===== config.mk =====
export PLATFORM = sky130hd
export DESIGN_NAME = op_scoreboard
export DESIGN_NICKNAME = d
export VERILOG_FILES = /design/src/rtl/op_scoreboard_pkg.sv /design/src/rtl/op_scoreboard_slot.sv /design/src/rtl/op_scoreboard.sv
export SDC_FILE = /design/constraint.sdc
export NUM_CORES = 1
export LEC_CHECK = 0
export CAP_MARGIN = 10
export CORE_MARGIN = 2
export CORE_UTILIZATION = 50
export DETAILED_ROUTE_END_ITERATION = 8
export HOLD_SLACK_MARGIN = 0.12
export PLACE_DENSITY_LB_ADDON = 0.08
export REMOVE_ABC_BUFFERS = 1
export SLEW_MARGIN = 5
export SYNTH_ARGS = -nofsm -noshare
export SYNTH_HDL_FRONTEND = slang
export SYNTH_SLANG_ARGS = --single-unit

===== constraint.sdc =====
create_clock -name clk -period 2.6 [get_ports clk]
set_clock_uncertainty 0.1 [all_clocks]
set_input_delay 0.52 -clock clk [delete_from_list [all_inputs] [get_ports clk]]
set_output_delay 0.52 -clock clk [all_outputs]
set_load 0.02 [all_outputs]

===== src/rtl/op_scoreboard_pkg.sv =====
// Shared types for the operand scoreboard: unit FSM states, per-unit status record,
// and the owner-table encoding in which the MSB set means "no producer in flight".
package op_scoreboard_pkg;

    localparam int SB_MAX_RA_W = 6;
    localparam int SB_OWN_W    = 4;

    typedef logic [SB_MAX_RA_W-1:0] reg_idx_t;
    typedef logic [SB_OWN_W-1:0]    owner_t;

    // Unit indices never exceed 7, so bit 3 alone marks an unowned register.
    localparam owner_t OWNER_NONE = 4'h8;

    typedef enum logic [1:0] {
        FU_IDLE     = 2'd0,
        FU_WAIT_OPS = 2'd1,
        FU_EXEC     = 2'd2,
        FU_WB       = 2'd3
    } fu_state_t;

    typedef struct packed {
        fu_state_t state;
        reg_idx_t  dst;
        reg_idx_t  src0;
        reg_idx_t  src1;
        owner_t    q0;
        owner_t    q1;
        logic      r0;
        logic      r1;
    } slot_t;

endpackage


===== src/rtl/op_scoreboard_slot.sv =====
// One functional unit's tracking slot: IDLE -> WAIT_OPS -> EXEC -> WB -> IDLE, plus operand-ready flags.
// State changes one cycle after the qualifying pulse; pulses arriving in the wrong state are dropped.
module op_scoreboard_slot
    import op_scoreboard_pkg::*;
#(
    parameter int RA_W = 3
) (
    input  logic            clk,
    input  logic            reset_n,
    input  logic            i_issue,
    input  logic [RA_W-1:0] i_dst,
    input  logic [RA_W-1:0] i_src0,
    input  logic [RA_W-1:0] i_src1,
    input  owner_t          i_q0,
    input  owner_t          i_q1,
    input  logic            i_r0,
    input  logic            i_r1,
    input  logic            i_read_done,
    input  logic            i_exec_done,
    input  logic            i_grant,
    input  logic            i_wb_vld,
    input  owner_t          i_wb_own,
    output slot_t           o_st
);

    slot_t r_st;
    logic  w_set_r0;
    logic  w_set_r1;

    assign w_set_r0 = i_wb_vld && (r_st.q0 == i_wb_own);
    assign w_set_r1 = i_wb_vld && (r_st.q1 == i_wb_own);
    assign o_st     = r_st;

    always_ff @(posedge clk or negedge reset_n) begin
        if (!reset_n) begin
            r_st <= '0;
        end else begin
            case (r_st.state)
                FU_IDLE: begin
                    if (i_issue) begin
                        r_st.state <= FU_WAIT_OPS;
                        r_st.dst   <= reg_idx_t'(i_dst);
                        r_st.src0  <= reg_idx_t'(i_src0);
                        r_st.src1  <= reg_idx_t'(i_src1);
                        r_st.q0    <= i_q0;
                        r_st.q1    <= i_q1;
                        r_st.r0    <= i_r0;
                        r_st.r1    <= i_r1;
                    end
                end
                FU_WAIT_OPS: begin
                    if (w_set_r0) r_st.r0 <= 1'b1;
                    if (w_set_r1) r_st.r1 <= 1'b1;
                    // Readiness is judged on registered flags, so a same-cycle grant does not count yet.
                    if (i_read_done && r_st.r0 && r_st.r1) r_st.state <= FU_EXEC;
                end
                FU_EXEC: begin
                    if (i_exec_done) r_st.state <= FU_WB;
                end
                FU_WB: begin
                    if (i_grant) r_st.state <= FU_IDLE;
                end
                default: r_st.state <= FU_IDLE;
            endcase
        end
    end

endmodule


===== src/rtl/op_scoreboard.sv =====
// Operand scoreboard: owner table, structural/WAW issue gating, WAR-checked single-port writeback arbiter.
// Outputs are combinational from state; issue_ready backpressures the decoder. OP_SCOREBOARD_DEBUG_EN adds owner readback.
module op_scoreboard
    import op_scoreboard_pkg::*;
#(
    parameter int NUM_FU   = 2,
    parameter int NUM_REGS = 8,
    parameter int RA_W     = $clog2(NUM_REGS),
    parameter int FU_W     = (NUM_FU > 1) ? $clog2(NUM_FU) : 1
) (
    input  logic              clk,
    input  logic              reset_n,
    input  logic              issue_valid,
    input  logic [FU_W-1:0]   issue_fu,
    input  logic [RA_W-1:0]   issue_dst,
    input  logic [RA_W-1:0]   issue_src0,
    input  logic [RA_W-1:0]   issue_src1,
    output logic              issue_ready,
    input  logic [NUM_FU-1:0] fu_read_done,
    input  logic [NUM_FU-1:0] fu_exec_done,
    output logic [NUM_FU-1:0] fu_busy,
    output logic [NUM_FU-1:0] fu_ops_ready,
    output logic              wb_valid,
    output logic [FU_W-1:0]   wb_fu,
    output logic [RA_W-1:0]   wb_dst
`ifdef OP_SCOREBOARD_DEBUG_EN
    ,
    input  logic [RA_W-1:0]   dbg_reg,
    output logic [FU_W-1:0]   dbg_owner,
    output logic              dbg_owned
`endif
);

    localparam logic [RA_W-1:0] ZERO_REG = RA_W'(NUM_REGS - 1);

    owner_t            r_owner [NUM_REGS];
    slot_t             w_st    [NUM_FU];
    logic [NUM_FU-1:0] w_issue_sel;
    logic [NUM_FU-1:0] w_elig;
    logic [NUM_FU-1:0] w_grant;
    logic              w_tgt_idle;
    logic              w_issue;
    logic              w_src0_rdy;
    logic              w_src1_rdy;
    owner_t            w_q0;
    owner_t            w_q1;
    owner_t            w_wb_own;
    logic              w_wb_vld;
    logic [FU_W-1:0]   w_wb_fu;
    logic [RA_W-1:0]   w_wb_dst;

    always_comb begin
        w_tgt_idle = 1'b0;
        for (int u = 0; u < NUM_FU; u++) begin
            if (issue_fu == FU_W'(u)) w_tgt_idle = (w_st[u].state == FU_IDLE);
        end
    end

    assign issue_ready = w_tgt_idle &&
                         ((r_owner[issue_dst] == OWNER_NONE) || (issue_dst == ZERO_REG));
    assign w_issue     = issue_valid && issue_ready;

    // A source whose producer is granted this very cycle is already safe to read.
    assign w_q0       = r_owner[issue_src0];
    assign w_q1       = r_owner[issue_src1];
    assign w_wb_own   = owner_t'(w_wb_fu);
    assign w_src0_rdy = (w_q0 == OWNER_NONE) || (issue_src0 == ZERO_REG) || (w_wb_vld && (w_q0 == w_wb_own));
    assign w_src1_rdy = (w_q1 == OWNER_NONE) || (issue_src1 == ZERO_REG) || (w_wb_vld && (w_q1 == w_wb_own));

    for (genvar g = 0; g < NUM_FU; g++) begin : g_slot
        assign w_issue_sel[g] = w_issue && (issue_fu == FU_W'(g));

        op_scoreboard_slot #(.RA_W(RA_W)) u_slot (
            .clk         (clk),
            .reset_n     (reset_n),
            .i_issue     (w_issue_sel[g]),
            .i_dst       (issue_dst),
            .i_src0      (issue_src0),
            .i_src1      (issue_src1),
            .i_q0        (w_q0),
            .i_q1        (w_q1),
            .i_r0        (w_src0_rdy),
            .i_r1        (w_src1_rdy),
            .i_read_done (fu_read_done[g]),
            .i_exec_done (fu_exec_done[g]),
            .i_grant     (w_grant[g]),
            .i_wb_vld    (w_wb_vld),
            .i_wb_own    (w_wb_own),
            .o_st        (w_st[g])
        );

        assign fu_busy[g]      = (w_st[g].state != FU_IDLE);
        assign fu_ops_ready[g] = (w_st[g].state == FU_WAIT_OPS) && w_st[g].r0 && w_st[g].r1;
    end

    // WAR: hold a result while any waiting unit still has to read the old value of its dst.
    always_comb begin
        w_elig = '0;
        for (int u = 0; u < NUM_FU; u++) begin
            if (w_st[u].state == FU_WB) begin
                w_elig[u] = 1'b1;
                for (int f = 0; f < NUM_FU; f++) begin
                    if ((w_st[f].state == FU_WAIT_OPS) &&
                        ((w_st[f].r0 && (w_st[f].src0 == w_st[u].dst)) ||
                         (w_st[f].r1 && (w_st[f].src1 == w_st[u].dst))))
                        w_elig[u] = 1'b0;
                end
            end
        end
    end

    always_comb begin
        w_grant  = '0;
        w_wb_vld = 1'b0;
        w_wb_fu  = '0;
        w_wb_dst = '0;
        for (int u = NUM_FU - 1; u >= 0; u--) begin
            if (w_elig[u]) begin
                w_grant    = '0;
                w_grant[u] = 1'b1;
                w_wb_vld   = 1'b1;
                w_wb_fu    = FU_W'(u);
                w_wb_dst   = w_st[u].dst[RA_W-1:0];
            end
        end
    end

    assign wb_valid = w_wb_vld;
    assign wb_fu    = w_wb_fu;
    assign wb_dst   = w_wb_dst;

    always_ff @(posedge clk or negedge reset_n) begin
        if (!reset_n) begin
            for (int r = 0; r < NUM_REGS; r++) r_owner[r] <= OWNER_NONE;
        end else begin
            if (w_wb_vld) r_owner[w_wb_dst] <= OWNER_NONE;
            if (w_issue && (issue_dst != ZERO_REG)) r_owner[issue_dst] <= owner_t'(issue_fu);
        end
    end

`ifdef OP_SCOREBOARD_DEBUG_EN
    assign dbg_owner = r_owner[dbg_reg][FU_W-1:0];
    assign dbg_owned = (r_owner[dbg_reg] != OWNER_NONE);
`endif

endmodule


==> run summary, run 1 <==
Syn Area/Cell: 10.7 um2
Core Area: 8720 um2
Worst path slowest cell: or4_4
Final Max Tran Viols: 0
Initial core utilization: 0.516
Die Area: 9780 um2
Critical setup path kind: flip-flop to output pin
Io pins: 27
Fmax: 0.357 GHz
Post-route setup slack: -0.200 ns
Post-DP HPWL: 10200 um
Outcome: finished, violations left
H-tree level count: 3
Fin. Hold Viols: 0
PwrDens: 381 nW/um2
TritonRoute pass-1 iters: 5
Startpoint types: flip-flop
Tot Pwr: 0.00237 W
Final wirelength: 13600 um
Vias per inst: 5.83
Maxcap violations: 0
CP endpoint kind: output pin
Post-synth EDFFs: 0
Clk Latency, worst-skew pair: 0.36 ns
Synth async-reset ratio: 1.00
CP arrival: 2.18 ns
Gr usage total: 0.294
Max clock buf depth: 2
Dpl ws: -0.785 ns
TritonCTS sink count: 74
Endpoints failing setup: 5
Nets: 591
CTS buffer count: 9
FILL cells: 657
Multi-input logic area: 2610 um2
Total area of sequential cells: 1870 um2
Worst hold path class: flip-flop to flip-flop
CTS tree: built
Antenna diodes: 0
Post-synthesis sequential area ratio: 0.413
CP max FO: 2
Largest area contributor in the netlist: dfrtp_1
Vias: 3956
Worst IR Drop VDD: 0.000284 V
Unrepaired setup endpoints after global routing: true
Worst rel slew slack: 0.577
DR DRC count: 0
Failing checks: setup timing
Initial antenna violation count: 0
Die width: 98.9 um
Fin crit share: 1.08
Mapped Cells: 421
Largest stage delay, worst path: 0.55 ns
Die Height: 98.9 um
Root Driver: clkbuf_8
Top cell type's share of synthesized area: 0.367
Synth warn: 0
Port Buf Inserts: 26
Final Wtd Congestion: 0.991
Final ANT Viol Nets: 0
Row Count: 34
Most used DFF post-synth: dfrtp_1
Largest net degree at the start of global routing: 48
Reg clk slew, reported paths: 0.09 ns
Area contributors post-synth: dfrtp_1 37%, mux2_2 7.0%, mux2i_1 4.9%, dfstp_2 4.7%, mux2_1 4.3%
Required time worst endpoint: 1.98 ns
Synthesis-stage register bit count: 74
Congestion Overflow GR: 0
Slew @ Worst Pin: 0.635 ns
Routed len/inst: 20.1 um
Number of global-route vias before repair: 4158
Initial DRC count: 148
Synth unique cells: 68
Leakage Power: 2.97 nW
Synthesized area: 4500 um2
Most frequent cells in the layout: 119 x buf_4, 63 x dfrtp_1, 27 x mux2_2, 24 x inv_1, 22 x mux2i_1
Critical path cell sequence: xor2_1 > or4_4 > o311ai_4 > a211oi_2 > buf_4 > a22o_1 > buf_6
Global-route wire length before repair: 22000 um
Layout cells sized above 1: 0.410
Layout area overhead: 37.9%
Min cycle time layout: 2.80 ns
Most common cell after layout, fill and taps aside: buf_4
repair_timing:
item | 4_1_cts | 5_1_grt
setup buffers | 5 | 6
hold buffers | 1 | 0
pin swaps | 14 | 9
endpoints found under the hold margin | 38 | 0
resized for setup | 72 | 23
setup endpoints to repair | 64 | 39
cloned | 1 | 0
power breakdown:
group          total [W]  internal (W)  leakage (nW)  switching [W]
logic           0.000262      0.000124          1.89       0.000138
registers        0.00116       0.00116         0.976     0.00000632
clock network   0.000942      0.000471         0.103       0.000470
layout make-up:
cell class / instances / area share
clock inverters: 6 / 0.0105
well taps: 108 / 0.0218
repair buffers: 155 / 0.210
multi-input cells: 300 / 0.420
inverters: 26 / 0.0157
flip-flops and latches: 74 / 0.300
clock buffers: 10 / 0.0222
Yosys cell counts, types with 3 or more instances:
library cell and n:
a21oi_1 9, mux2i_1 22, nor2b_1 5, dfrtp_1 66, buf_6 3, dfstp_2 8, xor2_1 7, buf_2 9
o2111ai_1 4, and3_1 10, nand4_1 6, inv_1 26, a221oi_1 8, mux2_1 17, mux2_2 28, o21ai_0 11
ha_1 8, buf_4 5, nor4b_1 4, nand3_1 7, a211o_1 4, nor2_1 19, nor3_1 5, nand2_1 19
a22oi_1 6, and2_1 15, clkbuf_1 3, o22ai_1 8, a32o_1 6, o32a_1 3, o41ai_1 4, xnor2_1 16
a211oi_2 3, or2_2 3, nor4_1 3
critical path: cells and delay by family (launching register included):
family	cells	cell delay (ns)
DFF	1	0.40
AOI/OAI and AO/OA	3	0.42
and+or+nand+nor	1	0.55
xor gates and xnor gates	1	0.16
buffers and inverters	2	0.28
cells by family after synthesis:
logic type      after synthesis  synth area share
compound gates               94             0.170
xor+xnor                     24            0.0483
fa+ha+maj                     8            0.0222
buf+inv                      47            0.0508
flops                        74             0.413
mux                          67             0.161
simple gates                107             0.133
final timing paths:
check                                                      start                                     to  slack (ns)  depth (start not counted)
setup reg to reg           g_slot[0].u_slot.o_st[24]$_DFFE_PN0P_                   r_owner[8]$_DFF_PN0_        0.04                          9
min in group asynchronous                                reset_n  g_slot[0].u_slot.o_st[18]$_DFFE_PN0P_        0.61                          2
max in group asynchronous                                reset_n   g_slot[0].u_slot.o_st[8]$_DFFE_PN0P_        1.21                          3
hold / removal                             r_owner[11]$_DFF_PN1_                  r_owner[11]$_DFF_PN1_        0.40                          2
setup / recovery           g_slot[0].u_slot.o_st[18]$_DFFE_PN0P_                              wb_dst[2]       -0.20                          7
hold reg to reg                            r_owner[11]$_DFF_PN1_                  r_owner[11]$_DFF_PN1_        0.40                          2
flip-flops by register name (all words and copies together), names as in the netlist:
signal	count
r_owner	32
g_slot.u_slot.o_st	42
routing by layer:
metal	part of all wire	global-route usage	vias to the layer above	wire length, um
met5	0	0	-	0
met4	0.038	0.130	0	514
met3	0.035	0.0376	36	471
met2	0.51	0.507	116	6910
met1	0.42	0.368	1940	5740
li1	-	-	1864	-
through the flow:
stage | utilization | setup TNS [ns] | hold slack (ns) | area [um2] | std cells
after floorplan | - | -2.42 | 0.124 | 4370 | 400
after detailed placement | 0.653 | -31.03 | 0.387 | 5690 | 651
after global routing | 0.712 | -1.40 | 0.423 | 6210 | 679
after global placement | 0.653 | -28.63 | 0.374 | 5690 | 651
after CTS | 0.696 | -0.536 | 0.402 | 6070 | 673
final | 0.712 | -0.769 | 0.400 | 6210 | 679
No activity file was read; power rests on OpenSTA's default activity.
==> run 2: changes to the inputs <==
Settings changed: HOLD_SLACK_MARGIN 0.12 to 0.08.
==> run 2 against run 1 <==
  * The run still ends with setup timing left
  * Final area decreased by 0.16%
  * Sequential share of layout area about the same
  * Flip-flop and latch count unchanged
  * Utilization decreased by 0.11 points
  * Global-route usage unchanged
  * Count of clock-buffer cells in the layout unchanged
  * Combinational power about the same
  * Routed wire length decreased by 0.42%
  * Via count decreased by 0.13%
  * First-iteration DRC count decreased by 18%
==> run summary, run 2 (synthesized netlist as in run 1, its figures left out) <==
Met2 Usage GRT: 0.507 (unchanged)
Reg clk slew, reported paths: 0.09 ns (about the same)
Io pins: 27 (unchanged)
Sw frac: 0.261 (+0.00106)
Reg2Reg Setup Slack: 0.04 ns (about the same)
Placed inst area: 5690 um2 (unchanged)
TritonRoute pass-1 iters: 4 (-1)
Hold WS: 0.0644 ns (-0.335 ns)
Vias: 3951 (-0.13%)
Final Wtd Congestion: 0.991 (unchanged)
PwrDens: 382 nW/um2 (+0.25%)
Sequential share of power: 0.491 (about the same)
Met1 Use GR: 0.368 (unchanged)
Leakage Power: 2.96 nW (-0.14%)
Largest net degree at the start of global routing: 48 (unchanged)
Fin crit share: 1.08 (about the same)
Number of global-route vias before repair: 4158 (unchanged)
Most common cell after layout, fill and taps aside: buf_4
NetSw: 0.000618 W (+0.50%)
Layout area overhead: 37.7%
DR DRC count: 0 (unchanged)
Maxcap violations: 0 (unchanged)
Endpoints failing setup: 5 (unchanged)
Number of flip-flops in the largest register: 42 (unchanged)
CP arrival: 2.18 ns (about the same)
Crit path max-delay family: simple AND/OR/NAND/NOR gates
Min cycle time layout: 2.80 ns (-0.00181 ns)
CTS tree: built
Initial antenna violation count: 0 (unchanged)
Fmax: 0.357 GHz (about the same)
Clock power frac: 0.399 (about the same)
Busiest grt layer: met2
Fin. Hold Viols: 0 (unchanged)
Cell-internal power: 0.00175 W (about the same)
Port Buf Inserts: 26 (unchanged)
Worst path slowest cell: or4_4
Buf+Inv Stages, Crit Path: 2 (unchanged)
Logic pwr share: 0.110 (about the same)
Die width: 98.9 um (unchanged)
Worst IR Drop VDD: 0.000284 V (-0.28%)
TritonCTS sink count: 74 (unchanged)
Final Max Tran Viols: 0 (unchanged)
Tot Pwr: 0.00237 W (about the same)
Largest stage delay, worst path: 0.55 ns (about the same)
Required time worst endpoint: 1.98 ns (about the same)
Worst hold path class: input pin to async pin
Met3 usage: 0.0376 (unchanged)
Layout cells sized above 1: 0.411 (+0.000719)
RR Endpoint: r_owner[8]$_DFF_PN0_
Initial DRC count: 122 (-18%)
Slew @ Worst Pin: 0.620 ns (-0.0142 ns)
CP endpoint kind: output pin
Worst rel slew slack: 0.586 (+0.00945)
Row Count: 34 (unchanged)
Initial core utilization: 0.516 (unchanged)
Die Height: 98.9 um (unchanged)
Setup TNS: -0.784 ns (-0.0151 ns)
Unrepaired setup endpoints after global routing: true
Critical setup path kind: flip-flop to output pin
Vias per inst: 5.83 (about the same)
R2R depth: 10 (+1)
Most frequent cells in the layout: 119 x buf_4, 63 x dfrtp_1, 27 x mux2_2, 24 x inv_1, 22 x mux2i_1
CTS buffer count: 9 (unchanged)
Antenna diodes: 0 (unchanged)
Failing checks: setup timing
Post-route cell area: 6200 um2 (-0.16%)
Layout Utilization: 0.711 (-0.00115)
Post-route setup slack: -0.198 ns (+0.00181 ns)
Congestion Overflow GR: 0 (unchanged)
Hold Buf Count CTS: 0 (-1)
Core Area: 8720 um2 (unchanged)
Clk Latency, worst-skew pair: 0.36 ns (about the same)
Critical path cell sequence: xor2_1 > or4_4 > o311ai_4 > a211oi_2 > buf_4 > a22o_1 > buf_6
Gr usage total: 0.294 (unchanged)
Outcome: finished, violations left
Startpoint types: flip-flop
Root Driver: clkbuf_8
Global-route wire length before repair: 22000 um (unchanged)
Final wirelength: 13600 um (-0.42%)
Routed len/inst: 20.0 um (-0.27%)
Die Area: 9780 um2 (unchanged)
Nets: 590 (-0.17%)
H-tree level count: 3 (unchanged)
CP max FO: 2 (unchanged)
Worst R2R Start: g_slot[0].u_slot.o_st[24]$_DFFE_PN0P_
Final ANT Viol Nets: 0 (unchanged)
Post-DP HPWL: 10200 um (unchanged)
Max clock buf depth: 2 (unchanged)
run 2: changes by cell type in the layout (fill, tap and decap cells not counted):
cell,delta
dlygate4sd3_1,-1
run 2: area by class of cell:
cell class | instances | area [um2]
Clock buffer | 10 | 138
Multi-Input combinational cell | 300 | 2610
Clock inverter | 6 | 65.1
Inverter | 26 | 97.6
Tap cell | 108 | 135
Sequential cell | 74 | 1870
Timing Repair Buffer | 154 | 1290
Fill cell | 658 | 2520
run 2: worst max path at each step:
stage                                     startpoint                                     to  cells after the start
2_1_floorplan                           issue_dst[2]  g_slot[0].u_slot.o_st[29]$_DFFE_PN0P_                      7
3_3_place_gp                            issue_dst[2]                            issue_ready                      8
3_5_place_dp                            issue_dst[2]                            issue_ready                      8
4_1_cts        g_slot[0].u_slot.o_st[18]$_DFFE_PN0P_                              wb_dst[2]                      7
5_1_grt        g_slot[0].u_slot.o_st[24]$_DFFE_PN0P_                              wb_dst[2]                      8
6_report       g_slot[0].u_slot.o_st[18]$_DFFE_PN0P_                              wb_dst[2]                      7
run 2: metal layers:
metal	wire length, um	vias to the layer above	part of all wire
met4	504	0	0.037
met2	6870	89	0.51
met1	5790	1966	0.43
li1	-	1860	-
met5	0	-	0
met3	415	36	0.031
run 2: power groups by stage:
stage | Sequential, W | Clock, W | Combinational [W]
after CTS | 0.00116 | 0.000959 | 0.000258
after global routing | 0.00116 | 0.00101 | 0.000281
final | 0.00116 | 0.000945 | 0.000260
after global placement | 0.00118 | 0 | 0.000244
after detailed placement | 0.00118 | 0 | 0.000248
after floorplan | 0.00118 | 0 | 0.0000846
run 2: repair_timing:
item                       CTS  global route
pin swaps                   14             9
gates cloned                 1             0
setup endpoints to repair   64            39
gates resized for setup     72            23
setup buffers                5             6
run 2: worst reg2reg max path: stages (launching register included):
cell	delay [ns]
dfrtp_2	0.46
buf_4	0.16
xnor2_2	0.14
and4_1	0.26
a21oi_2	0.09
a211oi_2	0.29
buf_4	0.19
nand2_4	0.06
buf_4	0.15
o32a_1	0.34
a32o_1	0.22
run 2: metrics by stage:
stage	worst slack (ns)	instances
after global routing	-0.301	678
after detailed placement	-0.785	651
final	-0.198	678
after global placement	-0.775	651
after CTS	-0.161	672
after floorplan	-0.290	400
